`src/rtl/dec_n_seq.sv`:
```
// Registered N-to-2^N one-hot decoder with per-slot dwell timer and scan mode.
// Define DEC_N_SEQ_ACTIVE_LOW_EN to drive y active-low (idle all ones).
module dec_n_seq #(
    parameter int N       = 3,
    parameter int DWELL_W = 4
) (
    input  logic               clk,
    input  logic               rst_n,
    input  logic               en,
    input  logic               mode,
    input  logic [N-1:0]       a,
    input  logic               a_valid,
    output logic               a_ready,
    input  logic [DWELL_W-1:0] dwell,
    output logic [2**N-1:0]    y,
    output logic [N-1:0]       idx,
    output logic               busy,
    output logic               wrap
);

    localparam int W = 2**N;

    localparam logic [1:0] IDLE   = 2'd0;
    localparam logic [1:0] DIRECT = 2'd1;
    localparam logic [1:0] SCAN   = 2'd2;

    localparam logic [W-1:0] ONE = W'(1);

    logic [1:0]         state;
    logic [W-1:0]       y_q;
    logic [DWELL_W-1:0] cnt;
    logic [N-1:0]       idx_nxt;
    logic               slot_end;

    assign a_ready  = en & ~mode & (state == IDLE);
    assign idx_nxt  = idx + N'(1);
    assign slot_end = (cnt == '0);

`ifdef DEC_N_SEQ_ACTIVE_LOW_EN
    assign y = ~y_q;
`else
    assign y = y_q;
`endif

    always_ff @(posedge clk or negedge rst_n) begin
        if (!rst_n) begin
            state <= IDLE;
            y_q   <= '0;
            idx   <= '0;
            busy  <= 1'b0;
            wrap  <= 1'b0;
            cnt   <= '0;
        end else if (!en) begin
            // abort: idx deliberately keeps its last value
            state <= IDLE;
            y_q   <= '0;
            busy  <= 1'b0;
            wrap  <= 1'b0;
            cnt   <= '0;
        end else begin
            wrap <= 1'b0;
            unique case (state)
                IDLE: begin
                    if (mode) begin
                        state <= SCAN;
                        y_q   <= ONE;
                        idx   <= '0;
                        busy  <= 1'b1;
                        cnt   <= dwell;
                    end else if (a_valid) begin
                        state <= DIRECT;
                        y_q   <= ONE << a;
                        idx   <= a;
                        busy  <= 1'b1;
                        cnt   <= dwell;
                    end else begin
                        y_q  <= '0;
                        busy <= 1'b0;
                    end
                end
                DIRECT: begin
                    if (slot_end) begin
                        state <= IDLE;
                        y_q   <= '0;
                        busy  <= 1'b0;
                    end else begin
                        cnt <= cnt - DWELL_W'(1);
                    end
                end
                SCAN: begin
                    if (!slot_end) begin
                        cnt <= cnt - DWELL_W'(1);
                    end else if (!mode) begin
                        state <= IDLE;
                        y_q   <= '0;
                        busy  <= 1'b0;
                    end else begin
                        // no gap: next slot starts on this same edge
                        idx  <= idx_nxt;
                        y_q  <= ONE << idx_nxt;
                        cnt  <= dwell;
                        wrap <= (idx == '1);
                    end
                end
                default: begin
                    state <= IDLE;
                    y_q   <= '0;
                    busy  <= 1'b0;
                end
            endcase
        end
    end

endmodule

```
`config.mk`:
```
export PLATFORM = sky130hd
export DESIGN_NAME = dec_n_seq
export DESIGN_NICKNAME = d
export VERILOG_FILES = /design/src/rtl/dec_n_seq.sv
export SDC_FILE = /design/constraint.sdc
export NUM_CORES = 1
export LEC_CHECK = 0
export BUFFER_PORTS_ARGS = -buffer_cell sky130_fd_sc_hd__buf_2
export CORE_MARGIN = 2
export CORE_UTILIZATION = 55
export CTS_CLUSTER_DIAMETER = 200
export DETAILED_ROUTE_END_ITERATION = 8
export GPL_TIMING_DRIVEN = 0
export PLACE_DENSITY = 0.87
export SYNTH_ARGS = -nofsm -noshare
export SYNTH_HDL_FRONTEND = slang
export SYNTH_SLANG_ARGS = --single-unit
```
`constraint.sdc`:
```
create_clock -name clk -period 1.8 [get_ports clk]
set_input_delay 0.36 -clock clk [delete_from_list [all_inputs] [get_ports clk]]
set_output_delay 0.36 -clock clk [all_outputs]
set_load 0.005 [all_outputs]
```
==> impl_summary.log, run 1 <==
INFO  metric mostFrequentLayoutCell = sky130_fd_sc_hd__buf_2
INFO  metric buffer_ports.inserted = 25
INFO  metric instances_no_fill = 210
INFO  metric postRouteAntennaNets = 0
INFO  metric pwr_density_cell = 1540 nW/um^2
INFO  metric final_design_area_no_fill = 1630 sq um
INFO  metric setup.worst_path.class = flip-flop to flip-flop
INFO  metric grt_first_pass_wirelength = 5.14 mm
INFO  metric gr-total-overflow = 0
INFO  metric run_status = completed
INFO  metric endpoint_type_of_the_worst_setup_path = flip-flop
INFO  metric ys.warnings.count = 0
INFO  metric die_height = 54.1 um
INFO  metric most_common_flop_cell_mapped_by_yosys = sky130_fd_sc_hd__dfrtp_1
INFO  metric critical_path.startpoint = cnt[1]
INFO  metric hold_path_startpoint = a_valid
INFO  metric max_cap_violations = 0
INFO  metric initial_antenna_violation_count = 0
INFO  metric tritoncts_num_sinks = 19
INFO  metric startpoint_type = flip-flop
INFO  metric hold_viol_final = 0
INFO  metric synth_edf_count = 0
INFO  metric initial_core_util = 0.567
INFO  metric post_synth.cell_area_avg = 9.44 sq um
INFO  metric gr-usage-all-layers = 0.238
INFO  metric drt-initial-drc-count = 64
INFO  metric routabilityCongestion = 0.932
INFO  metric final_net_count = 204
INFO  metric worst_hold_path_type = input pin to flip-flop
INFO  metric worst_path_clk_slew = 0.12 ns
INFO  metric layout_cells_sized_above_1 = 0.317
INFO  metric cts.htree.levels = 1
INFO  metric worst-r2r-cell-count = 6
INFO  metric detail_route.first_pass.iterations = 4
INFO  metric timing.critical_path.fanout_max = 10
INFO  metric r2r-end = state[1]
INFO  metric placed_area = 1540 sq um
INFO  metric detail_route.wirelength = 3.38 mm
INFO  metric worst-endpoint-required = 1.99 ns
INFO  metric fp.coreArea = 2430 sq um
INFO  metric cell_count_after_placement = 201
INFO  metric hpwl_after_detailed_placement = 2.43 mm
INFO  metric layout.filler_cells = 185
INFO  metric die_area = 2920 sq um
INFO  metric yosys.area.top_type_share = 0.345
INFO  metric insertedDiodeCount = 0
INFO  metric vias_in_the_first_global_route = 1113
INFO  metric area_growth_syn_to_layout = 18.2%
INFO  metric whs_path_depth = 3
INFO  metric fin_worst_skew = 0.000746 ns
INFO  metric vdd.ir_drop.worst = 0.000894 V
INFO  metric detail_route.wl_per_cell = 16.1 um
INFO  metric placementRows = 18
INFO  metric post_drt_via_cell_ratio = 6.30
INFO  metric post-route-period-util = 0.979
INFO  metric min_period = between 1.5 and 2 ns
INFO  metric synth.ff_latch_count = 19
INFO  metric setup.reg_to_reg.worst_slack = about 0.038 ns
INFO  metric grt_max_degree = 20
INFO  metric cts_buffers = 3
INFO  metric worst_pin_slew = 0.427 ns
INFO  metric detailroute.via_count = 1322
INFO  metric worstHoldEndpoint = state[0]
INFO  metric synth-async-reset-ratio = 1.00
INFO  metric cts_root_buffer = sky130_fd_sc_hd__clkbuf_4
INFO  metric syn_inst = around 150
INFO  metric cts_max_path_buffers = 2
INFO  metric synth.lib_cells_used.distinct = 44
INFO  metric timing.rr.start = cnt[1]
INFO  metric yosys.area.top_type = sky130_fd_sc_hd__dfrtp_1
INFO  metric synth-seq-area-share = 0.345
INFO  metric clk-insertion-delay-late = ~0.3 ns
INFO  metric fp.dieW = around 54 um
INFO  metric synth_nets = 169
INFO  metric tritoncts_clock_tree = built
INFO  metric mostFrequentLayoutCells = 26 x sky130_fd_sc_hd__buf_2, 18 x sky130_fd_sc_hd__dfrtp_1, 11 x sky130_fd_sc_hd__inv_1, 11 x sky130_fd_sc_hd__nand2_1
INFO  metric post_synth_main_area_contributors = sky130_fd_sc_hd__dfrtp_1 34%, sky130_fd_sc_hd__ha_1 10%, sky130_fd_sc_hd__a22o_1 4.4%
INFO  metric timing.fmax = 568 MHz
INFO  metric syn-cell-area = 1380 sq um
INFO  metric slew_violations = 0
INFO  metric setup-violations-final = 0
INFO  metric drc = 0
INFO  metric floorplan.io_pins = 26
INFO  metric endpoint_arrival_time_on_the_critical_path = 1.95 ns
INFO  metric max_slew_margin = 0.715
INFO  metric static-leakage-power = 0.804 nW
## per-stage QoR
step	total power, mW	util	setup TNS, ns	setup slack [ns]	hold WS (ns)
finish	2.51	0.670	0	0.0380	0.398
global route	2.68	0.670	-0.0143	-0.0104	0.404
CTS	2.34	0.651	0	0.00739	0.396
detailed placement	2.10	0.634	0	0.00770	0.322
global placement	2.01	0.634	0	0.0895	0.312
floorplan	1.74	-	0	0.194	0.0644
## cell type report
type | count | area, sq um | area share
repair buffers | 30 | 165 | 0.101
clock buffers | 3 | 22.5 | 0.0138
multi-input cells | 108 | 815 | 0.500
plain buffers | 6 | 60.1 | 0.0368
inverters | 13 | 48.8 | 0.0299
clock inverters | 1 | 5.00 | 0.00307
flip-flops and latches | 19 | 477 | 0.292
well taps | 30 | 37.5 | 0.0230
## report_power, final
| group | internal [mW] | switching [mW] | leakage, nW |
|---|---|---|---|
| Sequential | 0.542 | 0.0987 | 0.253 |
| Clock | 0.0828 | 0.144 | 0.0177 |
| Combinational | 0.721 | 0.923 | 0.533 |
## routing by layer
metal | part of all wire | wire length, um | GRT usage
met1 | 0.43 | 1460 | 0.330
met2 | 0.48 | 1610 | 0.396
met3 | 0.078 | 265 | 0.0250
met4 | 0.013 | 45 | 0.0542
met5 | 0 | 0 | 0
## registers in the layout, indices dropped and copies added, names as in the netlist
register,flops
y,8
cnt,4
idx,3
state,2
busy,1
wrap,1
## critical path: stages, from the launching register on
cell and delay, ns:
sky130_fd_sc_hd__dfrtp_1 0.43, sky130_fd_sc_hd__inv_1 0.10, sky130_fd_sc_hd__ha_2 0.21, sky130_fd_sc_hd__nor3b_4 0.28, sky130_fd_sc_hd__nor2_1 0.13, sky130_fd_sc_hd__buf_2 0.21, sky130_fd_sc_hd__o41ai_1 0.29
## worst max-delay path by stage
stage / to / cells after the start
2_1_floorplan: cnt[3] / 6
3_3_place_gp: cnt[2] / 6
3_5_place_dp: cnt[2] / 6
4_1_cts: state[1] / 6
5_1_grt: a_ready / 6
6_report: state[1] / 6
## kinds of logic (layout without fill, tap and decap cells)
logic type / after synthesis / count (layout) / share of synthesized area
AO/OA/AOI/OAI: 48 / 48 / 0.263
XOR/XNOR: 2 / 2 / 0.0127
adder cells (fa/ha/maj): 11 / 11 / 0.0998
buffers and inverters: 19 / 53 / 0.0762
flip-flops: 19 / 19 / 0.345
multiplexers: 3 / 3 / 0.0227
AND/OR/NAND/NOR: 44 / 44 / 0.181
## synth_stat cells (2+ instances only)
cell,n
sky130_fd_sc_hd__dfrtp_1,19
sky130_fd_sc_hd__nand2_1,11
sky130_fd_sc_hd__o211a_1,2
sky130_fd_sc_hd__a21oi_1,7
sky130_fd_sc_hd__a211oi_1,3
sky130_fd_sc_hd__buf_6,2
sky130_fd_sc_hd__ha_1,11
sky130_fd_sc_hd__and2_1,2
sky130_fd_sc_hd__a22oi_1,2
sky130_fd_sc_hd__o21ai_2,2
sky130_fd_sc_hd__o22ai_1,6
sky130_fd_sc_hd__a22o_1,7
sky130_fd_sc_hd__nor2_2,2
sky130_fd_sc_hd__nor2_1,9
sky130_fd_sc_hd__o21ai_0,7
sky130_fd_sc_hd__inv_1,13
sky130_fd_sc_hd__buf_4,2
sky130_fd_sc_hd__o2111ai_1,2
sky130_fd_sc_hd__o32ai_1,2
sky130_fd_sc_hd__nor3_1,2
sky130_fd_sc_hd__nand3_1,4
sky130_fd_sc_hd__mux2i_1,2
sky130_fd_sc_hd__nand2b_1,6
## repair_timing
item / 4_1_cts / 5_1_grt
hold buffers: 1 / 0
hold endpoints to repair: 19 / 0
buffers inserted: 0 / 4
resized for setup: 1 / 9
endpoints found under the setup margin: 3 / 15
(Power assumes the default switching activity.)
==> run 2, diff against run 1 <==
- ABC_AREA: default -> 1
==> impl_summary.log, run 2 <==
INFO  metric run_status = completed (unchanged)
INFO  metric grt_first_pass_wirelength = 4.97 mm (was 5.14 mm)
INFO  metric vdd.ir_drop.worst = 0.000947 V (was 0.000894 V)
INFO  metric worst_path_clk_slew = 0.11 ns (was 0.12 ns)
INFO  metric worst_pin_slew = 0.439 ns (was 0.427 ns)
INFO  metric mostFrequentLayoutCells = 56 x sky130_fd_sc_hd__nand2_1, 25 x sky130_fd_sc_hd__nand3_1, 24 x sky130_fd_sc_hd__buf_2, 19 x sky130_fd_sc_hd__dfrtp_1, 13 x sky130_fd_sc_hd__inv_1 (was 26 x sky130_fd_sc_hd__buf_2, 18 x sky130_fd_sc_hd__dfrtp_1, 11 x sky130_fd_sc_hd__inv_1, 11 x sky130_fd_sc_hd__nand2_1)
INFO  metric synth-seq-area-share = 0.337 (was 0.345)
INFO  metric post_synth_main_area_contributors = sky130_fd_sc_hd__dfrtp_1 34%, sky130_fd_sc_hd__nand2_1 15%, sky130_fd_sc_hd__ha_1 9.8% (was sky130_fd_sc_hd__dfrtp_1 34%, sky130_fd_sc_hd__ha_1 10%, sky130_fd_sc_hd__a22o_1 4.4%)
INFO  metric worst-endpoint-required = 1.44 ns (was 1.99 ns)
INFO  metric die_height = 54.7 um (was 54.1 um)
INFO  metric clk-insertion-delay-late = 0.30 ns (about the same)
INFO  metric synth.ff_latch_count = 19 (unchanged)
INFO  metric max_cap_violations = 0 (unchanged)
INFO  metric post_synth_most_frequent_cells = 56 x sky130_fd_sc_hd__nand2_1, 25 x sky130_fd_sc_hd__nand3_1, 19 x sky130_fd_sc_hd__dfrtp_1, 16 x sky130_fd_sc_hd__inv_1, 11 x sky130_fd_sc_hd__ha_1 (was 19 x sky130_fd_sc_hd__dfrtp_1, 13 x sky130_fd_sc_hd__inv_1, 11 x sky130_fd_sc_hd__ha_1, 11 x sky130_fd_sc_hd__nand2_1, 9 x sky130_fd_sc_hd__nor2_1)
INFO  metric synth.lib_cells_used.distinct = 28 (was 44)
INFO  metric syn-cell-area = 1410 sq um (was 1380 sq um)
INFO  metric static-leakage-power = 0.876 nW (was 0.804 nW)
INFO  metric pwr_density_cell = 1160 nW/um^2 (was 1540 nW/um^2)
INFO  metric cts.htree.levels = 1 (unchanged)
INFO  metric die_area = 2990 sq um (was 2920 sq um)
INFO  metric buffer_ports.inserted = 23 (was 25)
INFO  metric drc = 0 (unchanged)
INFO  metric postRouteAntennaNets = 0 (unchanged)
INFO  metric post_drt_via_cell_ratio = 5.36 (was 6.30)
INFO  metric yosys.area.top_type_share = 0.337 (was 0.345)
INFO  metric insertedDiodeCount = 0 (unchanged)
INFO  metric worst_hold_path_type = input pin to flip-flop (unchanged)
INFO  metric finalPower = 1.89 mW (was 2.51 mW)
INFO  metric final_net_count = 236 (was 204)
INFO  metric initial_antenna_violation_count = 0 (unchanged)
INFO  metric fin_util = 0.663 (was 0.670)
INFO  metric grt_max_degree = 20 (unchanged)
INFO  metric gr-usage-all-layers = 0.234 (was 0.238)
INFO  metric detail_route.first_pass.iterations = 4 (unchanged)
INFO  metric ys.warnings.count = 0 (unchanged)
INFO  metric area_growth_syn_to_layout = 15.3% (was 18.2%)
INFO  metric layout_cells_sized_above_1 = 0.283 (was 0.317)
INFO  metric setup_slack = 0.100 ns (was 0.0380 ns)
INFO  metric post-route-period-util = 0.944 (was 0.979)
INFO  metric synth_nets = 204 (was 169)
INFO  metric yosysMostFrequentCell = sky130_fd_sc_hd__nand2_1 (was sky130_fd_sc_hd__dfrtp_1)
INFO  metric setup_tns = 0 ns (unchanged)
INFO  metric cts_buffers = 3 (unchanged)
INFO  metric min_period = 1.70 ns (was 1.76 ns)
INFO  metric largest_register_ff_count = 8 (unchanged)
INFO  metric vias_in_the_first_global_route = 1202 (was 1113)
INFO  metric cts_root_buffer = sky130_fd_sc_hd__clkbuf_4 (unchanged)
INFO  metric cts_max_path_buffers = 2 (unchanged)
INFO  metric hpwl_after_detailed_placement = 2.19 mm (was 2.43 mm)
INFO  metric timing.critical_path.fanout_max = 6 (was 10)
INFO  metric gr-total-overflow = 0 (unchanged)
INFO  metric detail_route.wirelength = 2.97 mm (was 3.38 mm)
INFO  metric timing.fmax = 588 MHz (was 568 MHz)
INFO  metric setup-violations-final = 0 (unchanged)
INFO  metric tritoncts_num_sinks = 19 (unchanged)
INFO  metric most_common_flop_cell_mapped_by_yosys = sky130_fd_sc_hd__dfrtp_1 (unchanged)
INFO  metric hold_viol_final = 0 (unchanged)
INFO  metric endpoint_arrival_time_on_the_critical_path = 1.34 ns (was 1.95 ns)
INFO  metric initial_core_util = 0.575 (was 0.567)
INFO  metric floorplan.io_pins = 26 (unchanged)
INFO  metric placementRows = 18 (unchanged)
INFO  metric drt-initial-drc-count = 42 (was 64)
INFO  metric synth-async-reset-ratio = 1.00 (unchanged)
INFO  metric cell_count_after_placement = 234 (was 201)
INFO  metric syn_inst = 181 (was 146)
INFO  metric detailroute.via_count = 1296 (was 1322)
INFO  metric max_slew_margin = 0.707 (was 0.715)
INFO  metric fin_worst_skew = 0.00602 ns (was 0.000746 ns)
INFO  metric startpoint_type = flip-flop (unchanged)
INFO  metric setup_repair_after_global_routing_missed_its_margin = no
INFO  metric mostFrequentLayoutCell = sky130_fd_sc_hd__nand2_1 (was sky130_fd_sc_hd__buf_2)
INFO  metric slew_violations = 0 (unchanged)
INFO  metric detail_route.wl_per_cell = 12.3 um (was 16.1 um)
INFO  metric routabilityCongestion = 0.900 (was 0.932)
INFO  metric setup.worst_path.class = flip-flop to output pin (was flip-flop to flip-flop)
INFO  metric pre_cts_slack = 0.242 ns (was 0.00770 ns)
INFO  metric synth_edf_count = 0 (unchanged)
INFO  metric yosys.area.top_type = sky130_fd_sc_hd__dfrtp_1 (unchanged)
INFO  metric fp.dieW = 54.7 um (was 54.1 um)
INFO  metric post_synth.cell_area_avg = 7.80 sq um (was 9.44 sq um)
INFO  metric fp.coreArea = 2450 sq um (was 2430 sq um)
INFO  metric instances_no_fill = 242 (was 210)
INFO  metric endpoint_type_of_the_worst_setup_path = output pin (was flip-flop)
INFO  metric tritoncts_clock_tree = built (unchanged)
run 2: power breakdown:
part           internal [mW]  total (mW)  switching, mW
registers              0.522       0.627          0.105
clock network         0.0830       0.219          0.136
logic                  0.419        1.05          0.627
total                   1.02        1.89          0.868
run 2: worst max-delay path, cell delays in order, from the launching register on:
cell and delay (ns):
sky130_fd_sc_hd__dfrtp_1 0.41, sky130_fd_sc_hd__inv_2 0.09, sky130_fd_sc_hd__ha_1 0.16, sky130_fd_sc_hd__buf_6 0.12, sky130_fd_sc_hd__nand3_1 0.09, sky130_fd_sc_hd__inv_2 0.07, sky130_fd_sc_hd__buf_2 0.10
run 2: metrics by stage:
step	hold WS [ns]	cell area [sq um]
after floorplan	0.0644	1410
after global placement	0.324	1560
after detailed placement	0.326	1560
after CTS	0.327	1600
after global routing	0.325	1630
final	0.327	1630
run 2: logic make-up (layout without fill, tap and decap cells):
logic type | count (synthesis) | after routing | share of synthesized area
flip-flops | 19 | 19 | 0.337
adder cells (fa/ha/maj) | 11 | 11 | 0.0975
AND/OR/NAND/NOR | 103 | 103 | 0.377
XOR/XNOR | 1 | 1 | 0.00621
AO/OA/AOI/OAI | 23 | 23 | 0.0984
buffers and inverters | 24 | 55 | 0.0842
run 2: final timing paths:
check	start	to	slack [ns]	cells after the start
worst max-delay path	state[1]	a_ready	0.10	6
worst min-delay path	mode	state[1]	0.33	3
worst max register to register	idx[0]	y[0]	0.13	7
worst min register to register	y[6]	y[6]	0.48	2
max in group asynchronous	rst_n	cnt[1]	0.98	2
min in group asynchronous	rst_n	idx[0]	0.51	2
run 2: routing by layer:
layer | track usage | vias up | part of all wire
li1 | - | 656 | -
met1 | 0.295 | 595 | 0.42
met2 | 0.393 | 40 | 0.51
met3 | 0.0383 | 5 | 0.056
met4 | 0.100 | 0 | 0.013
met5 | 0 | - | 0
run 2: final cells by class:
class,count,area [sq um]
inverter,19,76.3
fill,224,827
clock buffer,3,22.5
buffer,5,46.3
timing repair buffer,27,148
tap,30,37.5
clock inverter,1,5.00
multi-input combinational,138,817
sequential,19,475
run 2: timing repair:
action                     4_1_cts  5_1_grt
hold endpoints to repair        19        0
buffers inserted                 0        3
hold buffers                     1        0
gates resized for setup          2        2
setup endpoints to repair        1        1
